[src/rtl/alu_pkg.sv]
// Shared opcode constants, FSM state encoding and decode helpers for the sequential ALU.
package alu_pkg;

   localparam int unsigned OP_W = 4;

   localparam logic [OP_W-1:0] ALU_ADD  = 4'h0;
   localparam logic [OP_W-1:0] ALU_SUB  = 4'h1;
   localparam logic [OP_W-1:0] ALU_AND  = 4'h2;
   localparam logic [OP_W-1:0] ALU_OR   = 4'h3;
   localparam logic [OP_W-1:0] ALU_XOR  = 4'h4;
   localparam logic [OP_W-1:0] ALU_NAND = 4'h5;
   localparam logic [OP_W-1:0] ALU_SHL  = 4'h6;
   localparam logic [OP_W-1:0] ALU_SHR  = 4'h7;
   localparam logic [OP_W-1:0] ALU_MUL  = 4'h8;
   localparam logic [OP_W-1:0] ALU_MULH = 4'h9;
   localparam logic [OP_W-1:0] ALU_DIV  = 4'hA;
   localparam logic [OP_W-1:0] ALU_REM  = 4'hB;

   typedef enum logic [1:0] {
      IDLE = 2'd0,
      CALC = 2'd1,
      DONE = 2'd2
   } state_t;

   // Opcodes 8-11 belong to the iterative multiply/divide unit.
   function automatic logic is_muldiv(input logic [OP_W-1:0] op);
      return (op[3:2] == 2'b10);
   endfunction

   function automatic logic is_div_op(input logic [OP_W-1:0] op);
      return (op == ALU_DIV) || (op == ALU_REM);
   endfunction

endpackage

[src/rtl/alu_seq_if.sv]
// Request/response bundle between the CPU datapath and the sequential ALU.
interface alu_seq_if #(
   parameter int unsigned WIDTH = 32
);
   logic             start;
   logic             ready;
   logic [3:0]       op;
   logic [WIDTH-1:0] data0;
   logic [WIDTH-1:0] data1;
   logic             done;
   logic [WIDTH-1:0] result;
   logic             div_by_zero;
   logic             illegal;

   modport master (
      output start, op, data0, data1,
      input  ready, done, result, div_by_zero, illegal
   );

   modport slave (
      input  start, op, data0, data1,
      output ready, done, result, div_by_zero, illegal
   );
endinterface

[src/rtl/alu_muldiv_iter.sv]
// Iterative unsigned shift-add multiplier / restoring divider, one bit per step.
// o_lo/o_hi present the register contents as they will be after the current step.
module alu_muldiv_iter #(
   parameter int unsigned WIDTH = 32
) (
   input  logic             clk,
   input  logic             rst,
   input  logic             i_load,
   input  logic             i_step,
   input  logic             i_is_div,
   input  logic [WIDTH-1:0] i_a,
   input  logic [WIDTH-1:0] i_b,
   output logic [WIDTH-1:0] o_lo,
   output logic [WIDTH-1:0] o_hi,
   output logic             o_last
);

   localparam int unsigned CW = $clog2(WIDTH);

   logic [WIDTH-1:0] r_hi;
   logic [WIDTH-1:0] r_lo;
   logic [WIDTH-1:0] r_b;
   logic [CW-1:0]    r_cnt;
   logic             r_is_div;

   logic [WIDTH:0]   w_sum;
   logic [WIDTH:0]   w_shift;
   logic [WIDTH:0]   w_diff;
   logic [WIDTH-1:0] w_hi_nxt;
   logic [WIDTH-1:0] w_lo_nxt;

   // Divide: partial remainder never exceeds twice the divisor, so the borrow bit is the compare.
   always_comb begin
      w_sum    = {1'b0, r_hi} + (r_lo[0] ? {1'b0, r_b} : (WIDTH+1)'(0));
      w_shift  = {r_hi, r_lo[WIDTH-1]};
      w_diff   = w_shift - {1'b0, r_b};
      w_hi_nxt = r_hi;
      w_lo_nxt = r_lo;
      if (r_is_div) begin
         if (!w_diff[WIDTH]) begin
            w_hi_nxt = w_diff[WIDTH-1:0];
            w_lo_nxt = {r_lo[WIDTH-2:0], 1'b1};
         end else begin
            w_hi_nxt = w_shift[WIDTH-1:0];
            w_lo_nxt = {r_lo[WIDTH-2:0], 1'b0};
         end
      end else begin
         w_hi_nxt = w_sum[WIDTH:1];
         w_lo_nxt = {w_sum[0], r_lo[WIDTH-1:1]};
      end
   end

   always_ff @(posedge clk or posedge rst) begin
      if (rst) begin
         r_hi     <= '0;
         r_lo     <= '0;
         r_b      <= '0;
         r_cnt    <= '0;
         r_is_div <= 1'b0;
      end else if (i_load) begin
         r_hi     <= '0;
         r_lo     <= i_a;
         r_b      <= i_b;
         r_cnt    <= '0;
         r_is_div <= i_is_div;
      end else if (i_step) begin
         r_hi     <= w_hi_nxt;
         r_lo     <= w_lo_nxt;
         r_cnt    <= r_cnt + CW'(1);
      end
   end

   assign o_lo   = w_lo_nxt;
   assign o_hi   = w_hi_nxt;
   assign o_last = (r_cnt == CW'(WIDTH - 1));

endmodule

[src/rtl/alu_seq.sv]
// Handshaked ALU: single-cycle basic ops plus an optional iterative multiply/divide path.
module alu_seq
   import alu_pkg::*;
#(
   parameter int unsigned WIDTH     = 32,
   parameter bit          MULDIV_EN = 1'b1
) (
   input  logic      clk,
   input  logic      rst,
   alu_seq_if.slave  bus
);

   localparam int unsigned SHW = $clog2(WIDTH);

   state_t           r_state;
   logic             r_ready;
   logic             r_done;
   logic [WIDTH-1:0] r_result;
   logic             r_dz;
   logic             r_ill;
   logic [OP_W-1:0]  r_op;
   logic             r_dz_pend;

   logic             w_accept;
   logic             w_is_md;
   logic             w_illegal;
   logic             w_go_calc;
   logic             w_sh_big;
   logic [SHW-1:0]   w_sh_amt;
   logic [WIDTH-1:0] w_basic;
   logic [WIDTH-1:0] w_lo;
   logic [WIDTH-1:0] w_hi;
   logic             w_last;
   logic [WIDTH-1:0] w_md_res;

   assign w_accept  = bus.start && r_ready;
   assign w_is_md   = is_muldiv(bus.op);
   assign w_illegal = (bus.op[3:2] == 2'b11) || (w_is_md && !MULDIV_EN);
   assign w_go_calc = w_accept && w_is_md && MULDIV_EN;
   assign w_sh_big  = |bus.data1[WIDTH-1:SHW];
   assign w_sh_amt  = bus.data1[SHW-1:0];

   // Basic-op datapath; anything outside 0-7 produces zero.
   always_comb begin
      w_basic = '0;
      case (bus.op)
         ALU_ADD:  w_basic = bus.data0 + bus.data1;
         ALU_SUB:  w_basic = bus.data0 - bus.data1;
         ALU_AND:  w_basic = bus.data0 & bus.data1;
         ALU_OR:   w_basic = bus.data0 | bus.data1;
         ALU_XOR:  w_basic = bus.data0 ^ bus.data1;
         ALU_NAND: w_basic = ~(bus.data0 & bus.data1);
         ALU_SHL:  w_basic = w_sh_big ? '0 : (bus.data0 << w_sh_amt);
         ALU_SHR:  w_basic = w_sh_big ? '0 : (bus.data0 >> w_sh_amt);
         default:  w_basic = '0;
      endcase
   end

   generate
      if (MULDIV_EN) begin : g_muldiv
         alu_muldiv_iter #(.WIDTH(WIDTH)) u_muldiv (
            .clk      (clk),
            .rst      (rst),
            .i_load   (w_go_calc),
            .i_step   (r_state == CALC),
            .i_is_div (is_div_op(bus.op)),
            .i_a      (bus.data0),
            .i_b      (bus.data1),
            .o_lo     (w_lo),
            .o_hi     (w_hi),
            .o_last   (w_last)
         );
      end else begin : g_no_muldiv
         assign w_lo   = '0;
         assign w_hi   = '0;
         assign w_last = 1'b0;
      end
   endgenerate

   assign w_md_res = ((r_op == ALU_MULH) || (r_op == ALU_REM)) ? w_hi : w_lo;

   always_ff @(posedge clk or posedge rst) begin
      if (rst) begin
         r_state   <= IDLE;
         r_ready   <= 1'b1;
         r_done    <= 1'b0;
         r_result  <= '0;
         r_dz      <= 1'b0;
         r_ill     <= 1'b0;
         r_op      <= '0;
         r_dz_pend <= 1'b0;
      end else begin
         r_done <= 1'b0;
         case (r_state)
            IDLE, DONE: begin
               if (w_accept) begin
                  if (w_go_calc) begin
                     r_state   <= CALC;
                     r_ready   <= 1'b0;
                     r_op      <= bus.op;
                     r_dz_pend <= is_div_op(bus.op) && (bus.data1 == '0);
                  end else begin
                     r_state  <= DONE;
                     r_done   <= 1'b1;
                     r_result <= w_basic;
                     r_ill    <= w_illegal;
                     r_dz     <= 1'b0;
                  end
               end else begin
                  r_state <= IDLE;
               end
            end
            // Division by zero falls out of the restoring algorithm as all-ones / dividend.
            CALC: begin
               if (w_last) begin
                  r_state  <= DONE;
                  r_ready  <= 1'b1;
                  r_done   <= 1'b1;
                  r_result <= w_md_res;
                  r_dz     <= r_dz_pend;
                  r_ill    <= 1'b0;
               end
            end
            default: begin
               r_state <= IDLE;
               r_ready <= 1'b1;
            end
         endcase
      end
   end

   assign bus.ready       = r_ready;
   assign bus.done        = r_done;
   assign bus.result      = r_result;
   assign bus.div_by_zero = r_dz;
   assign bus.illegal     = r_ill;

endmodule
[src/flat_wrapper.sv]
// flat-port wrapper written by rule: the top's interface ports become plain ports
module alu_seq_flat import alu_pkg::*;
#(
   parameter int unsigned WIDTH     = 32,
   parameter bit          MULDIV_EN = 1'b1
)
  (clk, rst, bus_start, bus_op, bus_data0, bus_data1, bus_ready, bus_done, bus_result, bus_div_by_zero, bus_illegal);
  alu_seq_if #(.WIDTH(WIDTH)) bus_i ();
  input  logic clk;
  input  logic rst;
  input wire logic [$bits(bus_i.start)-1:0] bus_start;
  input wire logic [$bits(bus_i.op)-1:0] bus_op;
  input wire logic [$bits(bus_i.data0)-1:0] bus_data0;
  input wire logic [$bits(bus_i.data1)-1:0] bus_data1;
  output wire logic [$bits(bus_i.ready)-1:0] bus_ready;
  output wire logic [$bits(bus_i.done)-1:0] bus_done;
  output wire logic [$bits(bus_i.result)-1:0] bus_result;
  output wire logic [$bits(bus_i.div_by_zero)-1:0] bus_div_by_zero;
  output wire logic [$bits(bus_i.illegal)-1:0] bus_illegal;
  assign bus_i.start = bus_start;
  assign bus_i.op = bus_op;
  assign bus_i.data0 = bus_data0;
  assign bus_i.data1 = bus_data1;
  assign bus_ready = bus_i.ready;
  assign bus_done = bus_i.done;
  assign bus_result = bus_i.result;
  assign bus_div_by_zero = bus_i.div_by_zero;
  assign bus_illegal = bus_i.illegal;
  alu_seq #(.WIDTH(WIDTH), .MULDIV_EN(MULDIV_EN)) u_core (.clk(clk), .rst(rst), .bus(bus_i));
endmodule
[config.mk]
export PLATFORM = sky130hd
export DESIGN_NAME = alu_seq_flat
export DESIGN_NICKNAME = d
export VERILOG_FILES = /design/src/rtl/alu_pkg.sv /design/src/rtl/alu_seq_if.sv /design/src/rtl/alu_muldiv_iter.sv /design/src/rtl/alu_seq.sv /design/src/flat_wrapper.sv
export SDC_FILE = /design/constraint.sdc
export NUM_CORES = 1
export LEC_CHECK = 0
export ABC_AREA = 1
export BUFFER_PORTS_ARGS = -buffer_cell sky130_fd_sc_hd__buf_2
export CAP_MARGIN = 30
export CORE_MARGIN = 1
export CORE_UTILIZATION = 35
export DETAILED_ROUTE_END_ITERATION = 8
export MAX_ROUTING_LAYER = met4
export PLACE_DENSITY = 0.53
export SLEW_MARGIN = 20
export SYNTH_ARGS = -nofsm -noshare
export SYNTH_HDL_FRONTEND = slang
export SYNTH_SLANG_ARGS = --single-unit
[constraint.sdc]
create_clock -name clk -period 12 [get_ports clk]
set_input_delay 1.2 -clock clk [delete_from_list [all_inputs] [get_ports clk]]
set_output_delay 1.2 -clock clk [all_outputs]
set_load 0.02 [all_outputs]
==> results.md, run 1 <==
* Run status: complete, no violations
* Via Count at 23.32k
* Final Max Slew Viols at 0
* Worst-skew pair later-pin latency at 460 ps
* 1st-iter DRT viols at 2123
* Post-Synth XOR/XNOR Area at 2.067%
* Largest cells by area after synthesis: nand2_1 22%, dfrtp_1 18%, ha_1 10%
* Unique cell type count in the Yosys netlist at 56
* Vias per cell at 5.495
* Hold Startpoint: u_core.r_op[3]
* Initial Utilization at 35.39%
* Seq. cell area at 3606 sq um
* Post-synth top area share at 21.78%
* Clock buffer depth at 2
* Final non-filler cell area at 21650 sq um
* Min-Delay Path Class: reg2reg
* Clock Sinks at 144
* Slowest cell on the critical path: ha_1
* Port Buffers at 106
* Post-DP HPWL at 73650 um
* Area grow syn2layout at 8.687%
* Tcrit/Tclk final at 43.79%
* CTS tree: yes
* Gr ovfl total at 0
* Final ANT Viol Nets at 0
* Clock transition at path regs at 70 ps
* Count leader, synth: nand2_1
* # setup viols final at 0
* Gp weighted congestion at 1.021
* Post-CTS sizing at 0
* Leakage dissipation at 11.43 nW
* All-Layer GR Usage at 32.54%
* CP arrival at 5610 ps
* Total iterations of the first detailed-routing run at 5
* Antenna violations before repair at 2
* Num CTS Buffers at 17
* Asr flop ratio synth at 100.0%
* I/O Pins at 107
* Post-CTS setup buffer count at 0
* Synth Register Bits at 144
* CP dominant cell by count: nand2_1
* Hold WS at 466.4 ps
* Top_reg_cell synth: dfrtp_1
* Synth warn at 0
* Fill cells at 6515
* Setup crit start: bus_data1[0]
* Root Driver: clkbuf_16
* Actual slew at the worst max-slew pin at 944.9 ps
* PD cells at 218.8 nW/um^2
* Max_slew headroom at 36.62%
* Top post-synthesis cells by count: 1156 x nand2_1, 465 x inv_1, 318 x nand3_1, 258 x a21oi_1, 227 x nor2_1
* Footprint of the multi-input gates at 13930 sq um
* Number of synthesized flops with an enable pin at 0
* Startpoint Class: input pin
* Vias in the first global route at 22.08k
* Fin cells at 4243
* Pre-CTS setup slack at 6315 ps
* Worst Skew at 13.87 ps
* Mean Syn Cell Area at 5.772 sq um
* Wire length per cell at 21.63 um
* Simple-gate share of the synthesized area at 38.00%
* Crit. End Element: flop
* Chip height at 240.6 um
* Final WL at 91770 um
* First-pass GRT wire length at 136000 um
* Crit path max fanout at 68
* Final #Nets at 3709
* Largest family of logic cells by synthesized area: simple AND/OR/NAND/NOR gates
* Pin count of the biggest net entering global routing at 71
* Min setup slack post-route at 6746 ps
* Placed cell count at 4209
* R2R Path Start: u_core.g_muldiv.u_muldiv.r_lo[0]
* Worst vdd ir at 0.1308 mV
* Largest area contributor in the netlist: nand2_1
* Max stage delay on crit path at 400 ps
* Fmax at 0.1903 GHz
* Max H-tree Level at 4
* Critical path class: in2reg
* RSZ-0062 raised after global routing: no
* Placed instance area at 21050 sq um
* Syn nets at 3688
* Post-synthesis sequential area ratio at 18.10%
* Hold-critical path depth at 1
* Fin Setup TNS at 0 ps
* Cells after Synth at 3451
* Post-synthesis compound-gate area fraction at 18.73%
* DRC Markers at 0
* Share of cells above drive strength 1 at 7.088%
* MaxCap Viol Count at 0
* Reg2Reg Depth at 20
* Die ar. at 57870 sq um
* CTS Hold Bufs at 0
* Row cnt at 87
* Mapped cell area at 19920 sq um
* Clock period minus worst slack at 5254 ps
* Core Area at 56280 sq um
* Core Util, Final at 38.47%
* Die W at 240.6 um
* Final Hold Viols at 0
* Synthesized-area fraction occupied by adder cells at 10.54%
* Total power at 4.738 mW
* Post-synthesis mux area share at 0.4523%
* Worst EP required at 12360 ps
[final timing paths]
path | to | slack (ps)
max | u_core.bus.result[27] | 6750
min | u_core.r_op[3] | 470
max reg2reg | u_core.bus.result[29] | 8220
min reg2reg | u_core.r_op[3] | 470
max in group asynchronous | u_core.g_muldiv.u_muldiv.r_hi[1] | 9560
min in group asynchronous | u_core.bus.result[27] | 850
[registers in the layout, indices dropped and copies added (netlist names)]
signal                             count
u_core.bus.result                     32
u_core.g_muldiv.u_muldiv.r_b          32
u_core.g_muldiv.u_muldiv.r_hi         32
u_core.g_muldiv.u_muldiv.r_lo         32
u_core.g_muldiv.u_muldiv.r_cnt         5
u_core.r_op                            3
u_core.r_state                         2
u_core.bus.div_by_zero                 1
u_core.bus.done                        1
u_core.bus.illegal                     1
u_core.bus.ready                       1
u_core.g_muldiv.u_muldiv.r_is_div      1
u_core.r_dz_pend                       1
[cell usage in the layout, fill, tap and decap left out, types with 12 or more instances in the layout]
cell type / instances
a21o_1: 12
a21oi_1: 258
buf_2: 106
buf_4: 28
clkbuf_16: 17
dfrtp_1: 142
ha_1: 163
inv_1: 463
inv_2: 15
nand2_1: 1155
nand2_2: 13
nand3_1: 318
nand3b_1: 12
nand4_1: 20
nor2_1: 222
nor3_1: 18
o211ai_1: 19
o21a_1: 17
o21ai_0: 225
o21ai_1: 12
o221ai_1: 55
o22ai_1: 13
xnor2_1: 14
xor2_1: 33
[power breakdown]
part | switching, mW | internal, mW | total [mW]
registers | 0.203 | 0.704 | 0.906
logic | 2.27 | 0.997 | 3.27
clock network | 0.250 | 0.316 | 0.566
total | 2.72 | 2.02 | 4.74
[area by class of cell]
class                           instances  area share (%)
Sequential cell                       144           16.66
Timing Repair Buffer                  134           3.421
Multi-Input combinational cell       2691           64.36
Antenna cell                            2         0.02312
Clock inverter                         13          0.7051
Clock buffer                           19           2.046
Tap cell                              756           4.369
Inverter                              484           8.415
[worst max-delay path, delay by kind of cell]
| family | cells | cell delay (ps) |
|---|---|---|
| XOR/XNOR | 1 | 110 |
| buffers and inverters | 5 | 970 |
| AND/OR/NAND/NOR | 19 | 2310 |
| adder cells (fa/ha/maj) | 2 | 660 |
| AO/OA/AOI/OAI | 2 | 330 |
[metal layers]
metal	global-route usage (%)	share of wire, %	wire length (um)
met1	40.83	43	39270
met5	-	0	0
met2	52.90	47	42900
met4	13.30	4.2	3812
met3	3.889	6.3	5781
[cells by family (layout without fill, tap and decap cells)]
| family | count (synthesis) | count (layout) |
|---|---|---|
| AND/OR/NAND/NOR | 1816 | 1816 |
| flip-flops | 144 | 144 |
| other | 0 | 2 |
| adder cells (fa/ha/maj) | 166 | 166 |
| buffers and inverters | 616 | 650 |
| XOR/XNOR | 47 | 47 |
| multiplexers | 9 | 9 |
| AO/OA/AOI/OAI | 653 | 653 |
(Power assumes the default switching activity.)
==> run 2, diff against run 1 <==
--- a/config.mk
+++ b/config.mk
@@ -5,7 +5,7 @@
 export SDC_FILE = /design/constraint.sdc
 export NUM_CORES = 1
 export LEC_CHECK = 0
-export ABC_AREA = 1
+export ABC_AREA = 0
 export BUFFER_PORTS_ARGS = -buffer_cell sky130_fd_sc_hd__buf_2
 export CAP_MARGIN = 30
 export CORE_MARGIN = 1
==> constraint.sdc (replaced) <==
create_clock -name clk -period 5.45 [get_ports clk]
set_input_delay 0.545 -clock clk [delete_from_list [all_inputs] [get_ports clk]]
set_output_delay 0.545 -clock clk [all_outputs]
set_load 0.02 [all_outputs]
==> run 2 against run 1 <==
Cell count decreased by 27%. Clock power rose by 120%. First-iteration DRC count shrank 15%. Sequential cell count did not move. Non-clock buffer count rose by 22. Sequential power rose by 18%. Combinational power fell by 75%. Largest cell class unchanged. Hold slack worse by 400 ps. Largest power group is now clock.
==> results.md, run 2 <==
* Core Util, Final at 39.33% (+0.86 points)
* Die ar. at 52430 sq um (-9.4%)
* # setup viols final at 0 (unchanged)
* Number of synthesized flops with an enable pin at 0 (unchanged)
* Max_slew headroom at 39.51% (+2.9 points)
* Largest cells by area after synthesis: dfrtp_1 20%, ha_1 11%, o21ai_0 6.9%
* Footprint of the multi-input gates at 13370 sq um (-4.0%)
* Worst-skew pair later-pin latency at 440 ps (-20 ps)
* Worst Skew at 11.14 ps (-2.732 ps)
* Final Max Slew Viols at 0 (unchanged)
* Root Driver: clkbuf_16
* GR Util met2 at 45.39% (-7.5 points)
* Most frequent cells in the layout: 294 x nand2_1, 250 x o21ai_0, 215 x nor2_1, 212 x a21oi_1, 163 x ha_1
* Clock buffer depth at 2 (unchanged)
* Top post-synthesis cells by count: 294 x nand2_1, 250 x o21ai_0, 216 x nor2_1, 212 x a21oi_1, 163 x ha_1
* Mapped cell area at 18030 sq um (-9.5%)
* Initial Utilization at 35.72% (+0.32 points)
* Asr flop ratio synth at 100.0% (unchanged)
* Crit path max fanout at 5 (-93%)
* Port Buffers at 106 (unchanged)
* Final #Nets at 2659 (-28%)
* Total iterations of the first detailed-routing run at 6 (+1)
* Die W at 229.0 um (-4.8%)
* Placed cell count at 3074 (-27%)
* Setup crit start: bus_data1[12]
* Synth warn at 0 (unchanged)
* Leakage dissipation at 8.849 nW (-23%)
* Met3 Track Usage GR at 2.483% (-1.4 points)
* Mean Syn Cell Area at 7.506 sq um (+30%)
* End of the worst register-to-register path: u_core.bus.result[29]
* Tcrit/Tclk final at 85.17%
* All-Layer GR Usage at 29.12% (-3.4 points)
* Clock transition at path regs at 70 ps (about the same)
* Min setup slack post-route at 808.2 ps (-5937 ps)
* Pin count of the biggest net entering global routing at 99 (+39%)
* Min-Delay Path Class: in2async
* Post-CTS sizing at 0 (unchanged)
* PD cells at 159.1 nW/um^2 (-27%)
* Wire length per cell at 24.12 um (+12%)
* Fill cells at 5369 (-18%)
* Max H-tree Level at 4 (unchanged)
* Count leader, synth: nand2_1
* First-pass GRT wire length at 113100 um (-17%)
* Syn nets at 2639 (-28%)
* Via Count at 18.59k (-20%)
* CTS tree: yes
* Run status: complete, no violations
* Actual slew at the worst max-slew pin at 884.5 ps (-60.42 ps)
* Unique cell type count in the Yosys netlist at 89 (+59%)
* Final WL at 74990 um (-18%)
* Synth Register Bits at 144 (unchanged)
* Critical path class: in2reg
* Clock period minus worst slack at 4642 ps
* Area grow syn2layout at 10.12%
* Share of cells above drive strength 1 at 10.72% (+3.6 points)
* GRT met1 Usage at 39.64% (-1.2 points)
* Top_reg_cell synth: dfrtp_1
* Reg2Reg Depth at 14 (-30%)
* Reg-to-reg setup timing slack at 1020 ps (-7200 ps)
* Row cnt at 82 (-5.7%)
* Largest area contributor in the netlist: dfrtp_1
* Post-synth top area share at 19.85% (-1.9 points)
* Cells after Synth at 2402 (-30%)
* Total power at 3.159 mW (-33%)
* Core Area at 50480 sq um (-10%)
* Gp weighted congestion at 1.018 (-0.33%)
* Final Hold Viols at 0 (unchanged)
* Fmax at 0.2154 GHz
* 1st-iter DRT viols at 1813 (-15%)
* DRC Markers at 0 (unchanged)
* Fin Setup TNS at 0 ps (unchanged)
* Vias per cell at 5.979 (+8.8%)
* CP arrival at 5000 ps (-610 ps)
* MaxCap Viol Count at 0 (unchanged)
* Gr busiest metal: met2
* Crit. End Element: flop
* End of the critical path: u_core.bus.result[30]
* Startpoint Class: input pin
* Post-CTS setup buffer count at 0 (unchanged)
* Worst EP required at 5810 ps (-6550 ps)
* Pre-CTS setup slack at 384.1 ps (-5931 ps)
* Post-synthesis sequential area ratio at 19.99% (+1.9 points)
* CTS Hold Bufs at 0 (unchanged)
* Hold WS at 62.11 ps (-404.3 ps)
* Num CTS Buffers at 17 (unchanged)
* Fin cells at 3109 (-27%)
* RSZ-0062 raised after global routing: no
* Placed instance area at 19210 sq um (-8.7%)
* Seq. cell area at 3608 sq um (about the same)
* Gr ovfl total at 0 (unchanged)
* Worst vdd ir at 0.1240 mV (-5.2%)
* Chip height at 229.0 um (-4.8%)
* Clock Sinks at 144 (unchanged)
* Final non-filler cell area at 19850 sq um (-8.3%)
* Final ANT Viol Nets at 0 (unchanged)
* Antenna violations before repair at 2 (unchanged)
* Post-DP HPWL at 58620 um (-20%)
* R2R Path Start: u_core.g_muldiv.u_muldiv.r_lo[0]
* Vias in the first global route at 17.78k (-19%)
* I/O Pins at 107 (unchanged)
* Commonest non-fill, non-tap cell in the layout: nand2_1
-- run 2: cell types whose count changed after synthesis, moves of 45 or more --
cell	change
nand3_1	-276
a21oi_1	-46
mux2i_1	+75
inv_1	-345
nand2_1	-862
a211oi_1	+47
a21o_1	+45
xnor2_1	+60
-- run 2: where the power goes --
part	leakage (nW)	switching (mW)	internal (mW)	total [mW]
Combinational	6.89	0.534	0.297	0.831
Sequential	1.66	0	1.07	1.07
Clock	0.295	0.509	0.750	1.26
Total	8.85	1.04	2.12	3.16
-- run 2: layout make-up --
cell class / instances / share of cell area [%]
Multi-Input combinational cell: 1979 / 67.36
Sequential cell: 144 / 18.17
Timing Repair Buffer: 156 / 4.739
Tap cell: 672 / 4.235
Inverter: 124 / 2.370
Clock buffer: 21 / 2.319
Clock inverter: 11 / 0.7751
Antenna cell: 2 / 0.02521
-- run 2: critical path, cell delays in order --
cell       delay [ps]
buf_2             110
or4_4             600
or3_4             380
nor2_4            140
nand4_4           130
nor3_4            190
nand3_1           240
o31ai_1           300
xnor2_1           160
ha_1              300
and3_1            200
a221o_1           340
a211o_1           300
o22a_1            200
a2111oi_0         410
a31oi_1            70
nor3_1            170
nor2_1             80
o211ai_1          100
-- run 2: worst min-delay path by stage --
stage / start / end / slack, ps / depth (start not counted)
global route: rst / u_core.bus.illegal / 80 / 2
detailed placement: u_core.r_op[3] / u_core.r_op[3] / 460 / 1
floorplan: u_core.r_op[3] / u_core.r_op[3] / 440 / 1
CTS: bus_data1[13] / u_core.g_muldiv.u_muldiv.r_b[13] / 350 / 3
global placement: u_core.r_op[3] / u_core.r_op[3] / 450 / 1
finish: rst / u_core.bus.done / 60 / 2
-- run 2: logic make-up (layout without fill, tap and decap cells) --
family                     Yosys count  count (layout)  share of synthesized area [%]
other                                0               2                              0
xor gates and xnor gates           114             114                          5.538
DFF                                144             144                          19.99
buffers and inverters              279             312                          6.044
adders and majority gates          166             166                          11.64
AOI/OAI and AO/OA                  854             854                          29.95
muxes                              123             123                          8.973
and+or+nand+nor                    722             722                          17.86
-- run 2: routing by layer --
metal	routed length, um	up-vias
met1	34240	8992
met5	0	-
li1	-	8778
met2	34090	709
met4	2462	0
met3	4200	110
==> run 3, diff against run 2 <==
--- a/config.mk
+++ b/config.mk
@@ -12,7 +12,7 @@
 export CORE_UTILIZATION = 35
 export DETAILED_ROUTE_END_ITERATION = 8
 export MAX_ROUTING_LAYER = met4
-export PLACE_DENSITY = 0.53
+export PLACE_DENSITY = 0.55
 export SLEW_MARGIN = 20
 export SYNTH_ARGS = -nofsm -noshare
 export SYNTH_HDL_FRONTEND = slang
==> constraint.sdc (replaced) <==
create_clock -name clk -period 4.2 [get_ports clk]
set_input_delay 0.42 -clock clk [delete_from_list [all_inputs] [get_ports clk]]
set_output_delay 0.42 -clock clk [all_outputs]
set_load 0.02 [all_outputs]
==> run 3 against run 2 <==
The flow now finishes with violations (setup timing). Combinational power grew 52%. Final area grew 6.8%. Clock power grew 31%. Wire length grew 1.4%. Register-to-register slack lost 860 ps. Sequential cell count is the same. Setup slack lost 810 ps. Die area is the same. Power grew 36%. Critical path type unchanged.
==> results.md, run 3 (synthesis results as in run 2) <==
* # setup viols final at 1 (+1)
* Via Count at 19.23k (+3.5%)
* Clock buffer depth at 2 (unchanged)
* Cell Int Power at 2.927 mW (+38%)
* Final Hold Viols at 0 (unchanged)
* DRC Markers at 0 (unchanged)
* Most frequent cells in the layout: 291 x nand2_1, 249 x o21ai_0, 212 x nor2_1, 209 x a21oi_1, 205 x buf_4
* Fmax at 0.2379 GHz
* Die ar. at 52430 sq um (unchanged)
* Vias per cell at 5.881 (-1.6%)
* Gr ovfl total at 0 (unchanged)
* Leakage dissipation at 9.663 nW (+9.2%)
* RSZ-0062 raised after global routing: yes
* Net switching fraction of the power at 31.87% (-1.1 points)
* I/O Pins at 107 (unchanged)
* Footprint of the multi-input gates at 13470 sq um (+0.75%)
* Row cnt at 82 (unchanged)
* Min setup slack post-route at -3.799 ps (-812.0 ps)
* Num CTS Buffers at 17 (unchanged)
* Commonest non-fill, non-tap cell in the layout: nand2_1
* Antenna violations before repair at 2 (unchanged)
* Placed instance area at 20450 sq um (+6.5%)
* Worst-skew pair later-pin latency at 450 ps (about the same)
* Worst vdd ir at 0.2605 mV (+110%)
* CP Cell Sequence: buf_6, or4_4, or3_4, nor2_4, nand4_4, nor3_4, nand3_2, nand2_2, xnor2_1, ha_1, a21o_1, a21o_1, a221o_1, a211o_1, o22a_1, buf_4, buf_4, xor2_2, a21oi_2, o22a_1, o22ai_1
* Clock transition at path regs at 60 ps (about the same)
* Crit. End Element: flop
* Run status: finished, violations left
* Pin count of the biggest net entering global routing at 145 (+46%)
* Max_slew headroom at 34.85% (-4.7 points)
* Clock Sinks at 144 (unchanged)
* Pre-CTS setup slack at -489.1 ps (-873.2 ps)
* Gr busiest metal: met2
* Actual slew at the worst max-slew pin at 973.6 ps (+89.10 ps)
* Flop pwr share at 32.3% (-1.5 points)
* Met3 Track Usage GR at 2.445% (-0.037 points)
* Vias in the first global route at 18.27k (+2.8%)
* CTS tree: yes
* Final non-filler cell area at 21200 sq um (+6.8%)
* End of the worst register-to-register path: u_core.bus.result[29]
* Reg2Reg Depth at 14 (unchanged)
* Setup crit start: bus_data1[12]
* GRT met1 Usage at 39.58% (-0.060 points)
* Critical path class: in2reg
* First-pass GRT wire length at 114100 um (+0.84%)
* Worst Skew at 13.18 ps (+2.048 ps)
* Initial Utilization at 35.72% (unchanged)
* Max stage delay on crit path at 590 ps (about the same)
* Min-Delay Path Class: in2async
* Seq. cell area at 3608 sq um (unchanged)
* Final Max Slew Viols at 0 (unchanged)
* CP arrival at 4530 ps (-470 ps)
* PD cells at 202.6 nW/um^2 (+27%)
* Core Area at 50480 sq um (unchanged)
* Chip height at 229.0 um (unchanged)
* 1st-iter DRT viols at 1790 (-1.3%)
* Final #Nets at 2819 (+6.0%)
* Post-DP HPWL at 60540 um (+3.3%)
* Fill cells at 5295 (-1.4%)
* Root Driver: clkbuf_16
* All-Layer GR Usage at 29.31% (+0.19 points)
* Final ANT Viol Nets at 0 (unchanged)
* Max H-tree Level at 4 (unchanged)
* Share of cells above drive strength 1 at 16.99% (+6.3 points)
* Core Util, Final at 42.00% (+2.7 points)
* Final WL at 76020 um (+1.4%)
* Crit path max fanout at 3 (-2)
* Combinational share of power at 29.3% (+3.0 points)
* Net switching power at 1.369 mW (+31%)
* Slowest cell on the critical path: or4_4
* MaxCap Viol Count at 0 (unchanged)
* Area grow syn2layout at 17.58%
* Total iterations of the first detailed-routing run at 6 (unchanged)
* R2R Path Start: u_core.g_muldiv.u_muldiv.r_lo[0]
* Worst EP required at 4520 ps (-1290 ps)
* Violated checks: setup timing
* Total power at 4.296 mW (+36%)
* Startpoint Class: input pin
* Wire length per cell at 23.25 um (-3.6%)
* GR Util met2 at 47.03% (+1.6 points)
* Reg-to-reg setup timing slack at 160 ps (-860 ps)
* Die W at 229.0 um (unchanged)
* Gp weighted congestion at 1.028 (+1.0%)
* Tcrit/Tclk final at 100.1%
* Power share of the clock group at 38.4% (-1.5 points)
* Hold WS at 149.8 ps (+87.69 ps)
* Port Buffers at 106 (unchanged)
* Clock period minus worst slack at 4204 ps
-- run 3: changes by cell type in the layout (fill, tap and decap cells not counted), sizes merged --
cell    delta
inv        -4
clkinv     +2
clkbuf     +1
buf      +160
bufinv     +1
diode      +1
-- run 3: what timing repair did --
action | 4_1_cts | 5_1_grt
setup buffers | 0 | 7
pin swaps | 1 | 14
hold buffers | 0 | 0
setup endpoints to repair | 1 | 5
resized for setup | 1 | 16
hold endpoints to repair | 0 | 0
-- run 3: worst max-delay path, delay by kind of cell --
kind / cells / cell delay (ps)
adder cells (fa/ha/maj): 1 / 280
XOR/XNOR: 2 / 250
AO/OA/AOI/OAI: 8 / 1560
buffers and inverters: 3 / 360
AND/OR/NAND/NOR: 7 / 1630
-- run 3: routing by layer --
layer  vias up  part of all wire [%]
met5         -                     0
met4         0                   2.1
met3        74                   5.4
met2       645                    47
met1      9413                    46
li1       9100                     -
-- run 3: how the worst max path moves through the flow --
stage / slack, ps / to / cells after the start
3_5_place_dp: -490 / u_core.bus.result[29] / 21
2_1_floorplan: -100 / u_core.bus.result[29] / 22
3_3_place_gp: -390 / u_core.bus.result[29] / 21
5_1_grt: -130 / u_core.bus.result[28] / 21
4_1_cts: 10 / u_core.bus.result[29] / 21
6_report: -4 / u_core.bus.result[28] / 21
-- run 3: area by class of cell --
cell class / instances / share of cell area, %
antenna: 3 / 0.03541
multi-input combinational: 1979 / 63.56
inverter: 124 / 2.225
sequential: 144 / 17.02
tap: 672 / 3.966
timing repair buffer: 316 / 10.25
clock buffer: 22 / 2.190
clock inverter: 10 / 0.7554
-- run 3: power groups by stage --
stage,registers (mW),logic [mW],clock network (mW)
floorplan,1.41,0.702,0
global placement,1.41,1.21,0
detailed placement,1.41,1.22,0
CTS,1.39,1.22,1.67
global route,1.39,1.36,1.72
finish,1.39,1.26,1.65
-- run 3: per-stage QoR --
stage / cells / setup TNS, ps
finish: 3270 / -3.799
floorplan: 2402 / -169.0
global route: 3268 / -257.6
detailed placement: 3228 / -2557
CTS: 3260 / 0
global placement: 3228 / -2001
